==> src/rtl/game_pkg.sv <==
// Shared state codes, decision encoding and state classification helpers for
// the Game adventure FSM and its automated player.
package game_pkg;

    localparam logic [4:0] ST_HUB        = 5'd1;
    localparam logic [4:0] ST_BEDROOM    = 5'd2;
    localparam logic [4:0] ST_BATH       = 5'd3;
    localparam logic [4:0] ST_KITCHEN    = 5'd4;
    localparam logic [4:0] ST_OUTSIDE    = 5'd5;
    localparam logic [4:0] ST_CAMPUS     = 5'd6;
    localparam logic [4:0] ST_NAP        = 5'd7;
    localparam logic [4:0] ST_MASK       = 5'd8;
    localparam logic [4:0] ST_WIN        = 5'd9;
    localparam logic [4:0] ST_LOSE_SICK  = 5'd10;
    localparam logic [4:0] ST_SOCIAL     = 5'd11;
    localparam logic [4:0] ST_STUDY      = 5'd12;
    localparam logic [4:0] ST_LOSE_PARTY = 5'd13;
    localparam logic [4:0] ST_FRIENDS    = 5'd14;
    localparam logic [4:0] ST_HALLWAY    = 5'd15;
    localparam logic [4:0] ST_LIBRARY    = 5'd16;
    localparam logic [4:0] ST_LECTURE    = 5'd17;
    localparam logic [4:0] ST_VIDEOS     = 5'd18;
    localparam logic [4:0] ST_CAFE       = 5'd19;
    localparam logic [4:0] ST_WANDER     = 5'd20;
    localparam logic [4:0] ST_IDLE       = 5'd21;

    typedef enum logic [1:0] {
        DEC_A = 2'd0,
        DEC_B = 2'd1,
        DEC_C = 2'd2,
        DEC_D = 2'd3
    } decision_t;

    // One flag per motivation source; each pays out only on its first visit.
    typedef struct packed {
        logic bath;
        logic kitchen;
        logic outside;
        logic nap;
        logic friends;
        logic lecture;
        logic videos;
    } used_t;

    function automatic logic is_menu(input logic [4:0] state);
        case (state)
            ST_HUB, ST_BEDROOM, ST_CAMPUS, ST_SOCIAL, ST_STUDY: return 1'b1;
            default:                                            return 1'b0;
        endcase
    endfunction

    function automatic used_t source_bit(input logic [4:0] state);
        used_t s;
        s = '0;
        case (state)
            ST_BATH:     s.bath    = 1'b1;
            ST_KITCHEN:  s.kitchen = 1'b1;
            ST_OUTSIDE:  s.outside = 1'b1;
            ST_NAP:      s.nap     = 1'b1;
            ST_FRIENDS:  s.friends = 1'b1;
            ST_LECTURE:  s.lecture = 1'b1;
            ST_VIDEOS:   s.videos  = 1'b1;
            default:     s         = '0;
        endcase
        return s;
    endfunction

    function automatic logic is_source(input logic [4:0] state);
        return source_bit(state) != '0;
    endfunction

endpackage

==> src/rtl/game_policy.sv <==
// Fixed-priority move selection: gather motivation first, then steer toward
// homework; purely combinational from the current state and consumed sources.
module game_policy
    import game_pkg::*;
(
    input  logic [4:0] state,
    input  logic [6:0] used,
    input  logic       has_mask,
    input  logic       m,
    output logic [1:0] Decision,
    output logic       decision_valid
);

    used_t     u;
    decision_t dec;

    assign u = used_t'(used);

    // NOTE: every output gets a default before the case so no path can infer a latch.
    always_comb begin
        dec            = DEC_A;
        decision_valid = is_menu(state);
        case (state)
            ST_HUB: begin
                if (m)                          dec = DEC_A;
                else if (!u.bath)               dec = DEC_B;
                else if (!u.kitchen)            dec = DEC_C;
                else if (has_mask && !u.outside) dec = DEC_D;
                else                            dec = DEC_A;
            end
            ST_BEDROOM: begin
                if (!has_mask)   dec = DEC_C;
                else if (m)      dec = DEC_A;
                else if (!u.nap) dec = DEC_B;
                else             dec = DEC_A;
            end
            ST_CAMPUS: begin
                if (m)                           dec = DEC_A;
                else if (!u.friends)             dec = DEC_B;
                else if (!u.lecture || !u.videos) dec = DEC_C;
                else                             dec = DEC_D;
            end
            // Choice A here leads straight to a loss, so it is never offered.
            ST_SOCIAL: begin
                dec = u.friends ? DEC_D : DEC_B;
            end
            ST_STUDY: begin
                if (!u.lecture)     dec = DEC_A;
                else if (!u.videos) dec = DEC_B;
                else                dec = DEC_D;
            end
            default: dec = DEC_A;
        endcase
    end

    assign Decision = dec;

endmodule

==> src/rtl/game_autoplayer.sv <==
// Automated player for Game: tracks consumed motivation sources, counts moves,
// detects win/loss/timeout and drives a zero-latency Decision every cycle.
module game_autoplayer
    import game_pkg::*;
#(
    parameter int MOTIV_NEED = 5,
    parameter int MAX_MOVES  = 31
) (
    input  logic       clk,
    input  logic       reset,
    input  logic [4:0] state,
    output logic [1:0] Decision,
    output logic       decision_valid,
    output logic [2:0] motivation,
    output logic [4:0] move_count,
    output logic       done,
    output logic       success,
    output logic       timeout
);

    localparam logic [2:0] NEED_Q  = 3'(MOTIV_NEED);
    localparam logic [5:0] LIMIT_Q = 6'(MAX_MOVES);

    logic [4:0] state_q;
    used_t      used;
    logic       has_mask;

    logic       entry;
    used_t      src;
    logic       fresh_source;
    logic       enter_win;
    logic       enter_lose;
    logic [5:0] count_next;
    logic       m;
    logic [1:0] pol_decision;
    logic       pol_valid;

    // state_q resets to 0, an invalid code, so the first real state is an entry.
    assign entry        = (state != state_q) && !done;
    assign src          = source_bit(state);
    assign fresh_source = entry && is_source(state) && ((src & ~used) != '0);
    assign enter_win    = entry && (state == ST_WIN);
    assign enter_lose   = entry && ((state == ST_LOSE_SICK) || (state == ST_LOSE_PARTY));
    assign count_next   = {1'b0, move_count} + 6'd1;
    assign m            = (motivation >= NEED_Q);

    // NOTE: all state below is updated with non-blocking assignments so every
    // register samples the same pre-edge values.
    always_ff @(posedge clk) begin
        if (reset) begin
            state_q    <= '0;
            used       <= '0;
            has_mask   <= 1'b0;
            motivation <= '0;
            move_count <= '0;
            done       <= 1'b0;
            success    <= 1'b0;
            timeout    <= 1'b0;
        end else begin
            state_q <= state;

            if (entry) begin
                used <= used | src;
                if (state == ST_MASK)
                    has_mask <= 1'b1;
            end

            if (fresh_source && (motivation != 3'd7))
                motivation <= motivation + 3'd1;

            if (!done) begin
                if ({1'b0, move_count} != LIMIT_Q)
                    move_count <= count_next[4:0];

                // A terminal entry outranks a timeout landing on the same edge.
                if (enter_win) begin
                    done    <= 1'b1;
                    success <= 1'b1;
                end else if (enter_lose) begin
                    done    <= 1'b1;
                end else if (count_next == LIMIT_Q) begin
                    done    <= 1'b1;
                    timeout <= 1'b1;
                end
            end
        end
    end

    game_policy u_policy (
        .state          (state),
        .used           (used),
        .has_mask       (has_mask),
        .m              (m),
        .Decision       (pol_decision),
        .decision_valid (pol_valid)
    );

    assign Decision       = done ? 2'd0 : pol_decision;
    assign decision_valid = pol_valid && !done;

endmodule
==> config.mk <==
export PLATFORM = sky130hd
export DESIGN_NAME = game_autoplayer
export DESIGN_NICKNAME = d
export VERILOG_FILES = /design/src/rtl/game_pkg.sv /design/src/rtl/game_policy.sv /design/src/rtl/game_autoplayer.sv
export SDC_FILE = /design/constraint.sdc
export NUM_CORES = 1
export LEC_CHECK = 0
export CAP_MARGIN = 15
export CELL_PAD_IN_SITES_DETAIL_PLACEMENT = 2
export CELL_PAD_IN_SITES_GLOBAL_PLACEMENT = 2
export CORE_AREA = 2 2 63 65
export DETAILED_ROUTE_END_ITERATION = 10
export DIE_AREA = 0 0 65 67
export DONT_BUFFER_PORTS = 1
export PLACE_DENSITY_LB_ADDON = 0.15
export SKIP_CTS_REPAIR_TIMING = 1
export SYNTH_ARGS = -nofsm -noshare
export SYNTH_HDL_FRONTEND = slang
export SYNTH_SLANG_ARGS = --single-unit
==> constraint.sdc <==
create_clock -name clk -period 3.55 [get_ports clk]
set_input_delay 0.71 -clock clk [delete_from_list [all_inputs] [get_ports clk]]
set_output_delay 0.71 -clock clk [all_outputs]
set_load 0.01 [all_outputs]
==> metrics.txt, run 1 <==
outcome=complete, no violations; Net Sw Frac=between 20% and 30%; Worst-path clk slew=around 90 ps; initial antenna violation count=0; CP required=2840 ps; share of the synthesized area in the top cell type=33.8%; via/cell ratio=approximately 5.7; Final Max Slew Viols=0; Post-Syn Nets=between 150 and 200; vias in the first global route=around 1.4k; H-tree levels=1; Reg2Reg Depth=7; initial core utilization=between 30 and 40%; total power=between 0.6 and 0.7 mW; GRT Total Usage=around 21%; largest fanout on the critical path=4; Final Skew=roughly 1.4 ps; fin nets=around 170; Worst IR Drop VDD=approximately 0.16 mV; Least-Margin Pin Slew=between 500 and 600 ps; Synth area leaders=dfxtp_1, nor2_1, ha_1; CP endpoint kind=primary output; routed len/inst=~19 um; commonest cells after routing, fill and taps aside=nor2_1, dfxtp_1, nor2b_1; largest net degree at the start of global routing=25; Fin. Hold Viols=0; Final min period=2690 ps; worst hold path class=in2reg; CTS sink count=24; ANT cells=0; Clock Latency Late Sink=roughly 270 ps; Max Freq=0.371 GHz; Top Metal Used=met4; share of cells above drive strength 1=under 10%; worst reg2reg path endpoint=move_count[3]; Mapped Area=roughly 0.0014 mm^2; CP max stage delay=between 400 and 500 ps; GRT overflow=0; Layout Cells excl Fill=208; # port buffers=0; ys flop type=dfxtp_1; Mapped Cells=between 150 and 200; WHS Endpoint=used[6]; Worst Path Buf+Inv=1; CP Launch Point=motivation[1]; vertical die dimension=67 um; hold path start=reset; synth warn=0; Period Utilization, post-route=between 70% and 80%; switching power total=roughly 0.15 mW; power density over cell area=a little over 400 mW/mm^2; gpl congestion=0.800; Yosys reg bits=24; Slew headroom=a little under two thirds; io pins=21; cell taking the most area after synthesis=dfxtp_1; max capacitance violation total=0; 1st-pass router iterations=4; critical path's top delay family=compound AO/OA/AOI/OAI gates; CTS Buf Count=3; EDFF count, synth=0; Synth cell types=48; Clock Path Buffers=2; number of remaining DRC errors=0; met3 WL=134 um; DP HPWL=~3000 um; cell-by-cell trace of the critical path=inv_1, ha_1, o31ai_2, nand3b_1, o21ai_0, nand3_1, a21oi_1; Worst R2R Start=move_count[0]; met1 wire length=about 1800 um; Post-synth ARST share=0%; DIE AREA=between 0.004 and 0.005 mm^2; Iter 0 DRT Violations=between 90 and 100; critical setup path kind=reg2out; die width=roughly 65 um; startpoint types=register; core area=between 0.003 and 0.004 mm^2; CP max-delay cell=dfxtp_1; worst hold stages=1; Finished Core Util=about two fifths; setup TNS=0 ps; Worst Path Arrival=slightly below 2000 ps; Reg power frac=around half; reg2reg setup slack=approximately 1700 ps; P_leak=roughly 0.54 nW; DRT antenna net count=0; met2 routed wirelength=just over 2000 um; final setup fails=0; first-pass GRT wire length=roughly 6700 um; TritonCTS clock tree=built; Mean Syn Cell Area=roughly 8.6 um^2; Placed Cells=between 200 and 250; RSZ-0062 raised after global routing=no; synth-to-layout area growth=6.07%; WL final=4020 um; Internal=approximately 0.47 mW; clock share of power=40.3%; total number of vias=1194; sequential-to-total area share from yosys stat=33.8%; Filler cells=413; Comb power frac=11.2%; clock root buffer=clkbuf_8; FP Rows=22
cell families (layout without fill, tap and decap cells):
group,count (synthesis),after routing,synth area share (%)
AND/OR/NAND/NOR,70,70,26.9
AO/OA/AOI/OAI,37,37,20.2
flip-flops,24,24,33.8
buffers and inverters,16,11,5.28
XOR/XNOR,8,8,4.93
adder cells (fa/ha/maj),6,6,5.28
multiplexers,4,4,3.61
power groups by stage:
stage / clock network (mW) / registers (mW) / logic [mW]
finish: 0.249 / 0.299 / 0.0694
global route: 0.265 / 0.302 / 0.0786
CTS: 0.254 / 0.300 / 0.0704
detailed placement: 0 / 0.306 / 0.0692
global placement: 0 / 0.305 / 0.0657
floorplan: 0 / 0.301 / 0.0691
layer usage:
| metal | up-vias | track usage, % |
|---|---|---|
| met1 | 595 | 24.2 |
| met2 | 23 | 36.3 |
| met4 | 0 | 7.45 |
| li1 | 569 | - |
| met3 | 7 | 5.07 |
| met5 | - | 0 |
final cells by class:
| class | count | area [um^2] | area share [%] |
|---|---|---|---|
| well taps | 48 | 60.1 | 3.98 |
| inverters | 6 | 22.5 | 1.49 |
| multi-input cells | 125 | 867 | 57.5 |
| flip-flops and latches | 24 | 480 | 31.8 |
| clock inverters | 1 | 30.0 | 1.99 |
| repair buffers | 1 | 7.51 | 0.498 |
| clock buffers | 3 | 41.3 | 2.74 |
synthesized netlist by cell type (3+ instances only):
| cell | number |
|---|---|
| buf_2 | 3 |
| o21ai_0 | 4 |
| xor2_1 | 7 |
| and2_1 | 3 |
| nand3b_1 | 3 |
| a21oi_1 | 8 |
| dfxtp_1 | 24 |
| nor2_1 | 24 |
| ha_1 | 6 |
| nor2b_1 | 10 |
| nor3_1 | 3 |
| nand2_1 | 7 |
| nor3b_1 | 5 |
| a41oi_1 | 3 |
| clkbuf_1 | 4 |
| a31oi_1 | 5 |
| nand2b_1 | 4 |
| inv_1 | 6 |
worst max-delay path by stage:
stage / endpoint / slack (ps) / depth (start not counted)
3_5_place_dp: Decision[1] / 880 / 5
2_1_floorplan: Decision[1] / 890 / 6
6_report: Decision[1] / 860 / 7
4_1_cts: Decision[1] / 790 / 7
3_3_place_gp: Decision[1] / 930 / 5
5_1_grt: Decision[1] / 660 / 7
flip-flops by register name, summed over array words and instances (netlist names):
name,count
state_q,5
move_count,5
timeout,1
success,1
used,7
motivation,3
has_mask,1
done,1
through the flow:
step | instance area (um^2) | hold slack (ps) | setup WS [ps]
2_1_floorplan | 1420 | 459 | 889
3_3_place_gp | 1440 | 492 | 934
3_5_place_dp | 1440 | 510 | 881
4_1_cts | 1510 | 481 | 794
5_1_grt | 1510 | 476 | 663
6_report | 1510 | 495 | 856
worst reg2reg max path: cells and delay by family, from the launching register on:
kind	cells	cell delay (ps)
xor gates and xnor gates	1	170
adders and majority gates	2	470
DFF	1	390
and+or+nand+nor	4	800
(Power assumes the default switching activity.)
==> run 2: changes to the inputs <==
ABC_AREA = 1   (was default)
CORE_AREA = 2 2 73 75   (was 2 2 63 65)
DIE_AREA = 0 0 75 77   (was 0 0 65 67)
clock period = 2.15 ns   (was 3.55 ns; I/O delays follow)
==> run 2 against run 1 <==
Effect of this change: clock skew rose by 1.8 ps; critical path depth is 1 lower; count of clock-buffer cells in the layout unchanged; combinational power up 110%; power increased by 50%; sequential share of layout area shrank 1.8 points; sequential power grew 66%; first-iteration DRC count down 59%; die area increased by 33%; register-to-register slack worse by 1300 ps; wire length rose by 11%; critical path type unchanged; largest power group unchanged.
==> metrics.txt, run 2 <==
Reg2Reg Depth=8; Iter 0 DRT Violations=39; CP required=between 1500 and 2000 ps; DIE AREA=between 0.005 and 0.006 mm^2; critical setup path kind=reg2out; largest registers=used x7, move_count x5, state_q x5; Worst IR Drop VDD=0.238 mV; power density over cell area=~580 mW/mm^2; vertical die dimension=a little under 80 um; Layout Cells excl Fill=292; synth warn=0; Fin. Hold Viols=0; startpoint types=register; Mean Syn Cell Area=roughly 6.6 um^2; Post-synth ARST share=0%; Synth cell types=29; WL final=4470 um; Filler cells=roughly 620; GRT busiest layer=met2; met2 Use GR=27.8%; EDFF count, synth=0; worst reg2reg path endpoint=move_count[3]; share of the synthesized area in the top cell type=approximately 33%; design area=0.00160 mm^2; RSZ-0062 raised after global routing=no; worst hold path class=in2reg; Clock Path Buffers=2; Yosys reg bits=24; met3 usage=2.63%; share of cells above drive strength 1=between 10 and 15%; GRT overflow=0; Finished Core Util=approximately a third; Post-Syn Nets=between 200 and 250; Mapped Cells=between 200 and 250; gpl congestion=roughly 0.83; 1st-pass router iterations=3; ANT cells=0; Mapped Area=about 0.0014 mm^2; Final Max Slew Viols=0; max FFs per register=7; max capacitance violation total=0; Slew headroom=between 70 and 80%; TritonCTS clock tree=built; Final Skew=about 3.2 ps; area taken by multi-input logic gates=between 800 and 900 um^2; outcome=complete, no violations; clock root buffer=clkbuf_8; commonest cells after routing, fill and taps aside=nand2_1, inv_1, nor2_1; Synth area leaders=dfxtp_1, nand2_1, inv_1; DP HPWL=between 3000 and 4000 um; commonest non-fill, non-tap cell in the layout=nand2_1; fin nets=about 240; Worst Path Arrival=between 1500 and 2000 ps; setup TNS=0 ps; die width=roughly 75 um; worst hold stages=1; area post-placement=between 0.0015 and 0.002 mm^2; Synth top cells by count=nand2_1, inv_1, nor2_1; Clock Latency Late Sink=270 ps; final setup fails=0; via/cell ratio=about 4.8; reg2reg setup slack=380 ps; vias in the first global route=around 1.6k; io pins=21; GRT Total Usage=~17%; Final min period=around 2000 ps; routed len/inst=~15 um; # port buffers=0; cell taking the most area after synthesis=dfxtp_1; first-pass GRT wire length=7740 um; most frequent cell after synthesis=nand2_1; initial core utilization=approximately 29%; core area=0.00498 mm^2; FP Rows=26; P_leak=0.694 nW; CP max-delay cell=dfxtp_2; ys flop type=dfxtp_1; Placed Cells=slightly below 300; sequential-to-total area share from yosys stat=between 30% and 40%; initial antenna violation count=0; Seq. cell area=between 400 and 500 um^2; synth-to-layout area growth=11.1%; total power=between 0.9 and 1 mW; register name with the most flops=used; CP endpoint kind=primary output; Period Utilization, post-route=92.0%; largest net degree at the start of global routing=16; largest fanout on the critical path=6; met1 usage=roughly a quarter; DRT antenna net count=0; Least-Margin Pin Slew=between 400 and 500 ps; hold path start=reset; Worst R2R Start=move_count[1]; Max Freq=0.506 GHz; CTS Buf Count=3; H-tree levels=1; cell-by-cell trace of the critical path=ha_1, o31ai_4, nand2_1, a21oi_1, nor2_1, nor2_2; CTS sink count=24; WHS Endpoint=success; total number of vias=roughly 1.4k; number of remaining DRC errors=0; CP max stage delay=roughly 380 ps; Worst-path clk slew=around 90 ps
[run 2: cell types whose count changed in the layout (fill, tap and decap cells not counted), sizes merged, moves of 5 or more]
cell / previous run / this run
nor2b: 10 / 0
xor2: 7 / 2
inv: 6 / 40
nand2: 7 / 40
nand3: 2 / 20
nor3b: 5 / 0
nor2: 24 / 39
a21oi: 9 / 18
[run 2: kinds of logic after synthesis]
logic type	synth area share, %
buf+inv	11.8
simple gates	33.5
fa+ha+maj	5.20
flops	33.3
xor+xnor	2.43
compound gates	13.8
[run 2: power by group]
part | internal (mW) | switching (mW)
clock | 0.126 | 0.156
sequential | 0.467 | 0.0300
combinational | 0.0513 | 0.0954
total | 0.644 | 0.281
[run 2: how the worst max path moves through the flow]
stage                     slack, ps          start           to
final                           170  motivation[0]  Decision[1]
after global routing             30  motivation[0]  Decision[1]
after CTS                      -120  motivation[0]  Decision[1]
after detailed placement        200  motivation[0]  Decision[1]
after global placement          260  motivation[0]  Decision[1]
after floorplan                 380  motivation[1]  Decision[1]
[run 2: worst max-delay path, delay by kind of cell (launching register included)]
kind | cells | cell delay, ps
DFF | 1 | 380
AOI/OAI and AO/OA | 2 | 360
and+or+nand+nor | 3 | 300
adders and majority gates | 1 | 240
[run 2: final cells by class]
type | count | share of cell area (%)
Inverter | 41 | 9.59
Tap cell | 70 | 5.46
Multi-Input combinational cell | 150 | 50.5
Timing Repair Buffer | 4 | 1.87
Clock buffer | 3 | 2.57
Sequential cell | 24 | 30.0
[run 2: layer usage]
metal	vias up	routed length [um]
met3	5	147
met5	-	0
met2	17	2190
li1	699	-
met4	0	55
met1	691	2080
[run 2: per-stage QoR]
step | setup WS, ps | hold WS (ps)
after floorplan | 383 | 445
after detailed placement | 195 | 482
final | 173 | 212
after global routing | 28.8 | 199
after global placement | 260 | 475
after CTS | -123 | 204
